File: config.mk
export PLATFORM = sky130hd
export DESIGN_NAME = sid_write_sched_flat
export DESIGN_NICKNAME = d
export VERILOG_FILES = /design/src/rtl/sid_write_sched_if.sv /design/src/rtl/sid_write_sched.sv /design/src/flat_wrapper.sv
export SDC_FILE = /design/constraint.sdc
export NUM_CORES = 1
export LEC_CHECK = 0
export ABC_AREA = 1
export CAP_MARGIN = 10
export CELL_PAD_IN_SITES_DETAIL_PLACEMENT = 1
export CELL_PAD_IN_SITES_GLOBAL_PLACEMENT = 1
export CORE_UTILIZATION = 40
export DETAILED_ROUTE_END_ITERATION = 8
export GPL_TIMING_DRIVEN = 0
export MAX_ROUTING_LAYER = met4
export PLACE_DENSITY = 0.7
export SLEW_MARGIN = 5
export SYNTH_ARGS = -nofsm -noshare
export SYNTH_HDL_FRONTEND = slang
export SYNTH_SLANG_ARGS = --single-unit
File: constraint.sdc
create_clock -name clk -period 3.3 [get_ports clk]
set_input_delay 0.99 -clock clk [delete_from_list [all_inputs] [get_ports clk]]
set_output_delay 0.99 -clock clk [all_outputs]
set_load 0.01 [all_outputs]
File: src/rtl/sid_write_sched_if.sv
// Bus bundle between the write scheduler and its environment.
// The slave modport is the scheduler's view; master is the environment's.
interface sid_write_sched_if #(
    parameter int unsigned FIFO_AW = 4,
    parameter int unsigned DLY_W   = 13
);
    logic               clk_en;
    logic               a_we;
    logic [4:0]         a_addr;
    logic [7:0]         a_wdata;
    logic               b_valid;
    logic               b_ready;
    logic [DLY_W:0]     b_data;
    logic               flush;
    logic               sid_we;
    logic [4:0]         sid_addr;
    logic [7:0]         sid_wdata;
    logic               busy;
    logic [FIFO_AW:0]   fifo_level;

    modport slave (
        input  clk_en, a_we, a_addr, a_wdata, b_valid, b_data, flush,
        output b_ready, sid_we, sid_addr, sid_wdata, busy, fifo_level
    );

    modport master (
        output clk_en, a_we, a_addr, a_wdata, b_valid, b_data, flush,
        input  b_ready, sid_we, sid_addr, sid_wdata, busy, fifo_level
    );
endinterface

File: src/rtl/sid_write_sched.sv
// SID register-port write scheduler: bus writes (A) pass straight through,
// host command stream (B) is buffered and replayed on SID ticks with timed delays.
module sid_write_sched #(
    parameter int unsigned FIFO_AW = 4,
    parameter int unsigned DLY_W   = 13
) (
    input  logic             clk,
    input  logic             rst,
    sid_write_sched_if.slave bus
);
    localparam int unsigned DEPTH = 1 << FIFO_AW;
    localparam int unsigned LW    = FIFO_AW + 1;
    localparam int unsigned EW    = DLY_W + 1;

    typedef enum logic {S_IDLE, S_DELAY} state_e;

    state_e               state_q, state_d;
    logic [DLY_W-1:0]     cnt_q, cnt_d;
    logic [FIFO_AW-1:0]   wr_ptr_q, wr_ptr_d;
    logic [FIFO_AW-1:0]   rd_ptr_q, rd_ptr_d;
    logic [LW-1:0]        level_q, level_d;
    logic                 sid_we_q, sid_we_d;
    logic [4:0]           sid_addr_q, sid_addr_d;
    logic [7:0]           sid_wdata_q, sid_wdata_d;
    logic                 busy_q, busy_d;
    logic [EW-1:0]        mem_q [DEPTH];

    logic                 full_c;
    logic                 b_ready_c;
    logic                 push_c;
    logic                 pop_c;
    logic [EW-1:0]        head_c;

    assign full_c    = (level_q == LW'(DEPTH));
    assign b_ready_c = !rst && !full_c && !bus.flush;
    assign push_c    = bus.b_valid && b_ready_c;
    assign head_c    = mem_q[rd_ptr_q];

    // Next-state, FIFO bookkeeping and issued-write selection.
    always_comb begin
        state_d     = state_q;
        cnt_d       = cnt_q;
        wr_ptr_d    = wr_ptr_q;
        rd_ptr_d    = rd_ptr_q;
        sid_we_d    = 1'b0;
        sid_addr_d  = sid_addr_q;
        sid_wdata_d = sid_wdata_q;
        pop_c       = 1'b0;

        if (bus.a_we) begin
            sid_we_d    = 1'b1;
            sid_addr_d  = bus.a_addr;
            sid_wdata_d = bus.a_wdata;
        end

        case (state_q)
            S_IDLE: begin
                // A colliding with a tick pushes B out to the next tick.
                if (bus.clk_en && !bus.a_we && !bus.flush && (level_q != '0)) begin
                    pop_c = 1'b1;
                    if (!head_c[DLY_W]) begin
                        sid_we_d    = 1'b1;
                        sid_addr_d  = head_c[12:8];
                        sid_wdata_d = head_c[7:0];
                    end else if (head_c[DLY_W-1:0] != '0) begin
                        cnt_d   = head_c[DLY_W-1:0];
                        state_d = S_DELAY;
                    end
                end
            end
            S_DELAY: begin
                if (bus.clk_en) begin
                    cnt_d = cnt_q - DLY_W'(1);
                    if (cnt_q == DLY_W'(1)) begin
                        state_d = S_IDLE;
                    end
                end
            end
            default: state_d = S_IDLE;
        endcase

        if (push_c) wr_ptr_d = wr_ptr_q + FIFO_AW'(1);
        if (pop_c)  rd_ptr_d = rd_ptr_q + FIFO_AW'(1);
        level_d = level_q + LW'(push_c) - LW'(pop_c);

        if (bus.flush) begin
            wr_ptr_d = '0;
            rd_ptr_d = '0;
            level_d  = '0;
            state_d  = S_IDLE;
            cnt_d    = '0;
        end

        busy_d = (level_d != '0) || (state_d == S_DELAY);
    end

    always_ff @(posedge clk or posedge rst) begin
        if (rst) begin
            state_q     <= S_IDLE;
            cnt_q       <= '0;
            wr_ptr_q    <= '0;
            rd_ptr_q    <= '0;
            level_q     <= '0;
            sid_we_q    <= 1'b0;
            sid_addr_q  <= '0;
            sid_wdata_q <= '0;
            busy_q      <= 1'b0;
        end else begin
            state_q     <= state_d;
            cnt_q       <= cnt_d;
            wr_ptr_q    <= wr_ptr_d;
            rd_ptr_q    <= rd_ptr_d;
            level_q     <= level_d;
            sid_we_q    <= sid_we_d;
            sid_addr_q  <= sid_addr_d;
            sid_wdata_q <= sid_wdata_d;
            busy_q      <= busy_d;
        end
    end

    // Storage needs no reset; occupancy is tracked by the pointers and level.
    always_ff @(posedge clk) begin
        if (push_c) begin
            mem_q[wr_ptr_q] <= bus.b_data;
        end
    end

    assign bus.b_ready    = b_ready_c;
    assign bus.sid_we     = sid_we_q;
    assign bus.sid_addr   = sid_addr_q;
    assign bus.sid_wdata  = sid_wdata_q;
    assign bus.busy       = busy_q;
    assign bus.fifo_level = level_q;
endmodule
File: src/flat_wrapper.sv
// flat-port wrapper written by rule: the top's interface ports become plain ports
module sid_write_sched_flat 
#(
    parameter int unsigned FIFO_AW = 4,
    parameter int unsigned DLY_W   = 13
)
  (clk, rst, bus_clk_en, bus_a_we, bus_a_addr, bus_a_wdata, bus_b_valid, bus_b_data, bus_flush, bus_b_ready, bus_sid_we, bus_sid_addr, bus_sid_wdata, bus_busy, bus_fifo_level);
  sid_write_sched_if #(.FIFO_AW(FIFO_AW), .DLY_W(DLY_W)) bus_i ();
  input  logic clk;
  input  logic rst;
  input wire logic [$bits(bus_i.clk_en)-1:0] bus_clk_en;
  input wire logic [$bits(bus_i.a_we)-1:0] bus_a_we;
  input wire logic [$bits(bus_i.a_addr)-1:0] bus_a_addr;
  input wire logic [$bits(bus_i.a_wdata)-1:0] bus_a_wdata;
  input wire logic [$bits(bus_i.b_valid)-1:0] bus_b_valid;
  input wire logic [$bits(bus_i.b_data)-1:0] bus_b_data;
  input wire logic [$bits(bus_i.flush)-1:0] bus_flush;
  output wire logic [$bits(bus_i.b_ready)-1:0] bus_b_ready;
  output wire logic [$bits(bus_i.sid_we)-1:0] bus_sid_we;
  output wire logic [$bits(bus_i.sid_addr)-1:0] bus_sid_addr;
  output wire logic [$bits(bus_i.sid_wdata)-1:0] bus_sid_wdata;
  output wire logic [$bits(bus_i.busy)-1:0] bus_busy;
  output wire logic [$bits(bus_i.fifo_level)-1:0] bus_fifo_level;
  assign bus_i.clk_en = bus_clk_en;
  assign bus_i.a_we = bus_a_we;
  assign bus_i.a_addr = bus_a_addr;
  assign bus_i.a_wdata = bus_a_wdata;
  assign bus_i.b_valid = bus_b_valid;
  assign bus_i.b_data = bus_b_data;
  assign bus_i.flush = bus_flush;
  assign bus_b_ready = bus_i.b_ready;
  assign bus_sid_we = bus_i.sid_we;
  assign bus_sid_addr = bus_i.sid_addr;
  assign bus_sid_wdata = bus_i.sid_wdata;
  assign bus_busy = bus_i.busy;
  assign bus_fifo_level = bus_i.fifo_level;
  sid_write_sched #(.FIFO_AW(FIFO_AW), .DLY_W(DLY_W)) u_core (.clk(clk), .rst(rst), .bus(bus_i));
endmodule
# After elaboration in Yosys (flattened, before gate mapping)

Memories as Yosys holds them, arrays and structs flattened.
Cells that the tools add are included.
Widths: inputs -> output; s select.

$add $sub $neg: 5
Equal/unequal tests: 6
Muxes and demuxes: 34
Bitwise gates (word level): 1
Reductions and logical operators: 17

Operator list:

| operator              | number |
|---|---|
| $mux 13               | 5 |
| $mux 8                | 4 |
| $pmux 13 s2           | 1 |
| $mux 5                | 5 |
| $mux 4                | 4 |
| $mux 1                | 14 |
| $eq 13x1->1 const B   | 1 |
| $reduce_bool 13->1    | 1 |
| $sub 13x1->13 const B | 1 |
| $reduce_bool 5->1     | 2 |
| $ne 3x2->1 const B    | 3 |
| $add 4x1->4 const B   | 2 |
| $logic_and 1x1->1     | 6 |
| $add 5x1->5           | 1 |
| $eq 5x5->1 const B    | 1 |
| $sub 5x1->5           | 1 |
| $logic_not 1->1       | 4 |
| $reduce_and 4->1      | 1 |
| $reduce_bool 2->1     | 2 |
| $ne 3x3->1 const B    | 1 |
| $pmux 1 s2            | 1 |
| $logic_or 1x1->1      | 1 |
| $not 1->1             | 1 |

Register bits: 42
Bits in writable memories: 224
Bits of input ports: 33
Output and inout bits: 21
Logic and storage cells: 73
Memories: 1

Memories:

| memory       | words | width | rd ports | clocked after Yosys merged registers in | write ports | RTL line              | RTL |
|---|---|---|---|---|---|---|---|
| u_core.mem_q | 16    | 14    | 1        | 0                                       | 1           | sid_write_sched.sv:26 | `logic [EW-1:0] mem_q [DEPTH];` |

# Longest topological paths before layout

Depth in word-level cells: 10
Gate-level depth with buffers: 18
Depth with buffers taken out: 18

# Least setup slack after synthesis

OpenSTA, ideal clock, no wires.

Kind: in2reg
Start point: input rst
End point: register u_core.busy_q, in the netlist u_core.bus.busy
Setup time: 0.125 ns
Arrival time: 3.768 ns
Data required time: 3.175 ns
Setup slack: -0.593 ns
Stages on the path: 16
Path buffers: 0
Path through: inv_1 nand3_1 inv_1 nand2_1 inv_1 ha_1 inv_1 fa_1 nor2_1 nor2_1 nor2_1 nor2_1 xor2_1 nor2_1 nor4_1 nand2_1

Longest elaborated chain between the ends: 9

RTL lines:

| item                            | RTL line               | RTL |
|---|---|---|
| start, declared                 | flat_wrapper.sv:10     | `input logic rst;` |
| $logic_not 1->1                 | sid_write_sched.sv:35  | `assign b_ready_c = !rst && !full_c && !bus.flush;` |
| $logic_and 1x1->1 (2 in series) | sid_write_sched.sv:35  |  |
| named net bus_b_ready           | flat_wrapper.sv:18     | `output wire logic [$bits(bus_i.b_ready)-1:0] bus_b_ready;` |
| $logic_and 1x1->1               | sid_write_sched.sv:36  | `assign push_c = bus.b_valid && b_ready_c;` |
| $add 5x1->5                     | sid_write_sched.sv:84  | `level_d = level_q + LW'(push_c) - LW'(pop_c);` |
| $sub 5x1->5                     | sid_write_sched.sv:84  |  |
| $mux 5                          | sid_write_sched.sv:86  | `if (bus.flush) begin` |
| named net u_core.level_d[4]     | sid_write_sched.sv:21  | `logic [LW-1:0] level_q, level_d;` |
| $reduce_bool 5->1               | sid_write_sched.sv:94  | `busy_d = (level_d != '0) \|\| (state_d == S_DELAY);` |
| $logic_or 1x1->1                | sid_write_sched.sv:94  |  |
| named net u_core.busy_d         | sid_write_sched.sv:25  | `logic busy_q, busy_d;` |
| end signal, assigned            | sid_write_sched.sv:117 | `busy_q <= busy_d;` |
| end, declared                   | sid_write_sched.sv:25  |  |

The timed path passes the listed nets, and every way through them passes these cells.
A chain may end at the register's enable or synchronous reset.

# Final worst setup path

Start point: input rst
End point: output bus_b_ready

Longest elaborated chain between the ends: 3

RTL lines:

| item                            | RTL line |
|---|---|
| $logic_not 1->1                 | sid_write_sched.sv:35 |
| $logic_and 1x1->1 (2 in series) | sid_write_sched.sv:35 |
| end, declared                   | flat_wrapper.sv:18 |

No other way between the ends.

==> results.ini <==
[global_routing]
met1_usage=0.324
grt_pass1_vias=9558
gr-usage-met2=0.444
antenna_found_initial=0
grt_pass1_wl_um=58700
grtUsageMet3=0.0446
grt_most_used_layer=met2
grt_max_degree=22
overflow=0
track_usage=0.268

[clock_tree]
cts-root-buf=clkbuf_16
cts_buffer_depth=3
clkTransAtPathRegs_ns=0.07
clkLatencyLatePin_ns=0.57
tritoncts=built
ctsHtreeMaxLevel=1
cts_hold_buf=0
cts_sinks=266
cts_buffers=29

[timing]
final.setup_skew_ns=0.0396
maxSlewViolCount=0
fin_ws_ns=0.108
finalSetupViolCount=0
clock.fmax_ghz=0.313
period_needed_ns=3.19
rsz0062_at_grt=no
worst_pin_slew_ns=1.04
maxSlewHeadroom=0.302
period_share=0.967
hold_violations=0

[synth]
yosysWarnings=0
synthMuxAreaShare=0
ys_ff_latch=266
synth-xor-area-share=0.00219
synth_nets=1260
yosys.area_share.adder=0.0152
syn_area_mm2=0.0120
syn_inst=1213
yosysSeqAreaShare=0.648
syn_avg_cell_area_um2=9.89
synth-compound-area-share=0.0431
yosys.area_share.simple=0.222
synth_top_family_by_area=simple AND/OR/NAND/NOR gates
ys_types=28

[placed_design]
gp_congestion=0.844
dp_slack_ns=-1.16
dp.cells=1671
hpwl_um=26900
port_buffers=52

[worst_setup_path]
endpoint_kind=output port
cp.required_ns=2.31
critical_path_class=input pin to output port
cp_data_arrival_time_ns=2.20
start_kind=input pin
crit_fanout=3

[finish]
final_common_cell=nand2_1
area_growth_pct=18.8
mostFrequentLayoutCells=nand2_1, edfxtp_1, nand3_1
multi_input_area_mm2=0.00345
nets=1366
seq_area_mm2=0.00778
drive_above_1_share=0.101
layout.cells.non_filler=1729
antenna_cells=0
fill_cells=3349

[run_status]
status=finished clean

[route]
ant_nets=0
drc=0
post_drt_wl_per_cell_um=22.7
wl_um=39200
drt-initial-drc-count=844
vias_per_cell=5.37
drt-pass1-iter-count=6
vias=9288

[floorplan]
die_w_um=175
die_area_mm2=0.0307
initial_utilization=0.406
pin_count=54
fp-row-count=63
coreArea_mm2=0.0296
fp.dieH_um=175

[power_and_ir_drop]
irDropWorstVdd_mv=0.402
power_density_mw_per_mm2=572
total_leakage_power_nw=5.85
totalPowerFinal_mw=8.16

[flow_run]
max_cap_viol_count=0

[worst_hold_path]
hp-class=register to register

## through the flow
| stage | utilization | hold slack [ns] | TNS, ns | instance area (um2) |
|---|---|---|---|---|
| finish | 0.482 | 0.502 | 0 | 14300 |
| global placement | 0.441 | 0.485 | -324.64 | 13000 |
| global route | 0.482 | 0.520 | 0 | 14300 |
| CTS | 0.482 | 0.503 | 0 | 14200 |
| detailed placement | 0.451 | 0.489 | -138.02 | 13300 |
| floorplan | - | 0.469 | 0 | 12000 |
## cell usage after synthesis
cell type | number | area, um2
edfxtp_1 | 224 | 6730
or2_2 | 2 | 12.5
fa_1 | 1 | 20.0
buf_2 | 17 | 85.1
ha_1 | 13 | 163
clkbuf_1 | 19 | 71.3
nand3_1 | 143 | 716
inv_2 | 4 | 15.0
nor2_1 | 110 | 413
o21ai_1 | 5 | 25.0
a31oi_1 | 15 | 93.8
buf_4 | 17 | 128
o211ai_1 | 12 | 90.1
nor3_1 | 4 | 20.0
a211oi_1 | 1 | 7.51
nand2_1 | 364 | 1370
nor4_1 | 1 | 6.26
a21oi_1 | 18 | 90.1
xnor2_1 | 1 | 8.76
buf_6 | 3 | 33.8
buf_1 | 3 | 11.3
dfrtp_1 | 42 | 1050
xor2_1 | 2 | 17.5
nand2_2 | 1 | 6.26
inv_1 | 129 | 484
nand3_2 | 1 | 10.0
nand4_1 | 19 | 119
o21ai_0 | 42 | 210
## final timing paths
kind	to	slack, ns	start	cells past startpoint
worst max-delay path	bus_b_ready	0.11	rst	5
min in group asynchronous	u_core.cnt_q[3]	0.75	rst	2
worst min-delay path	u_core.cnt_q[3]	0.50	u_core.cnt_q[3]	2
worst max register to register	u_core.cnt_q[8]	0.21	u_core.rd_ptr_q[1]	14
max in group asynchronous	u_core.bus.sid_addr[3]	1.88	rst	2
worst min register to register	u_core.cnt_q[3]	0.50	u_core.cnt_q[3]	2
## registers in the layout, summed over array words and instances, names as in the netlist
register and flops:
u_core.bus.sid_we 1, u_core.cnt_q 13, u_core.wr_ptr_q 4, u_core.bus.fifo_level 5, u_core.bus.sid_wdata 8, u_core.state_q 1, u_core.bus.sid_addr 5, u_core.rd_ptr_q 4
u_core.bus.busy 1, u_core.mem_q 224
## report_power, final
part | leakage (nW) | switching, mW | total [mW] | internal [mW]
Clock | 0.431 | 1.34 | 3.03 | 1.68
Combinational | 2.86 | 0.846 | 1.30 | 0.453
Sequential | 2.56 | 0.0818 | 3.83 | 3.75
Total | 5.85 | 2.27 | 8.16 | 5.89
## critical path, cell delays in order
cell and delay (ns):
dlygate4sd2_1 0.39, clkinvlp_4 0.20, nand3_2 0.08, inv_1 0.07, clkdlybuf4s50_1 0.47
## final cells by class
cell class,instances,share of cell area
multi-input combinational,755,0.242
clock buffer,34,0.0522
buffer,59,0.0232
clock inverter,17,0.00842
sequential,266,0.545
timing repair inverter,2,0.000702
timing repair buffer,73,0.0586
inverter,133,0.0353
tap,390,0.0342
## repair_timing
item,in CTS,in global routing
setup endpoints to repair,147,1
pin swaps,2,1
resized for setup,2,3
setup buffers,3,2
hold endpoints to repair,0,0
gates cloned,2,0
## per-layer routing
layer | vias up | part of all wire
met5 | - | 0
met4 | 0 | 0.044
met3 | 105 | 0.067
met2 | 327 | 0.49
met1 | 4610 | 0.40
li1 | 4246 | -
## logic make-up after synthesis
group / after synthesis
AOI/OAI and AO/OA: 93
xor gates and xnor gates: 3
adders and majority gates: 14
buffers and inverters: 192
DFF: 266
and+or+nand+nor: 645
Power figures use the tool's default switching activity.
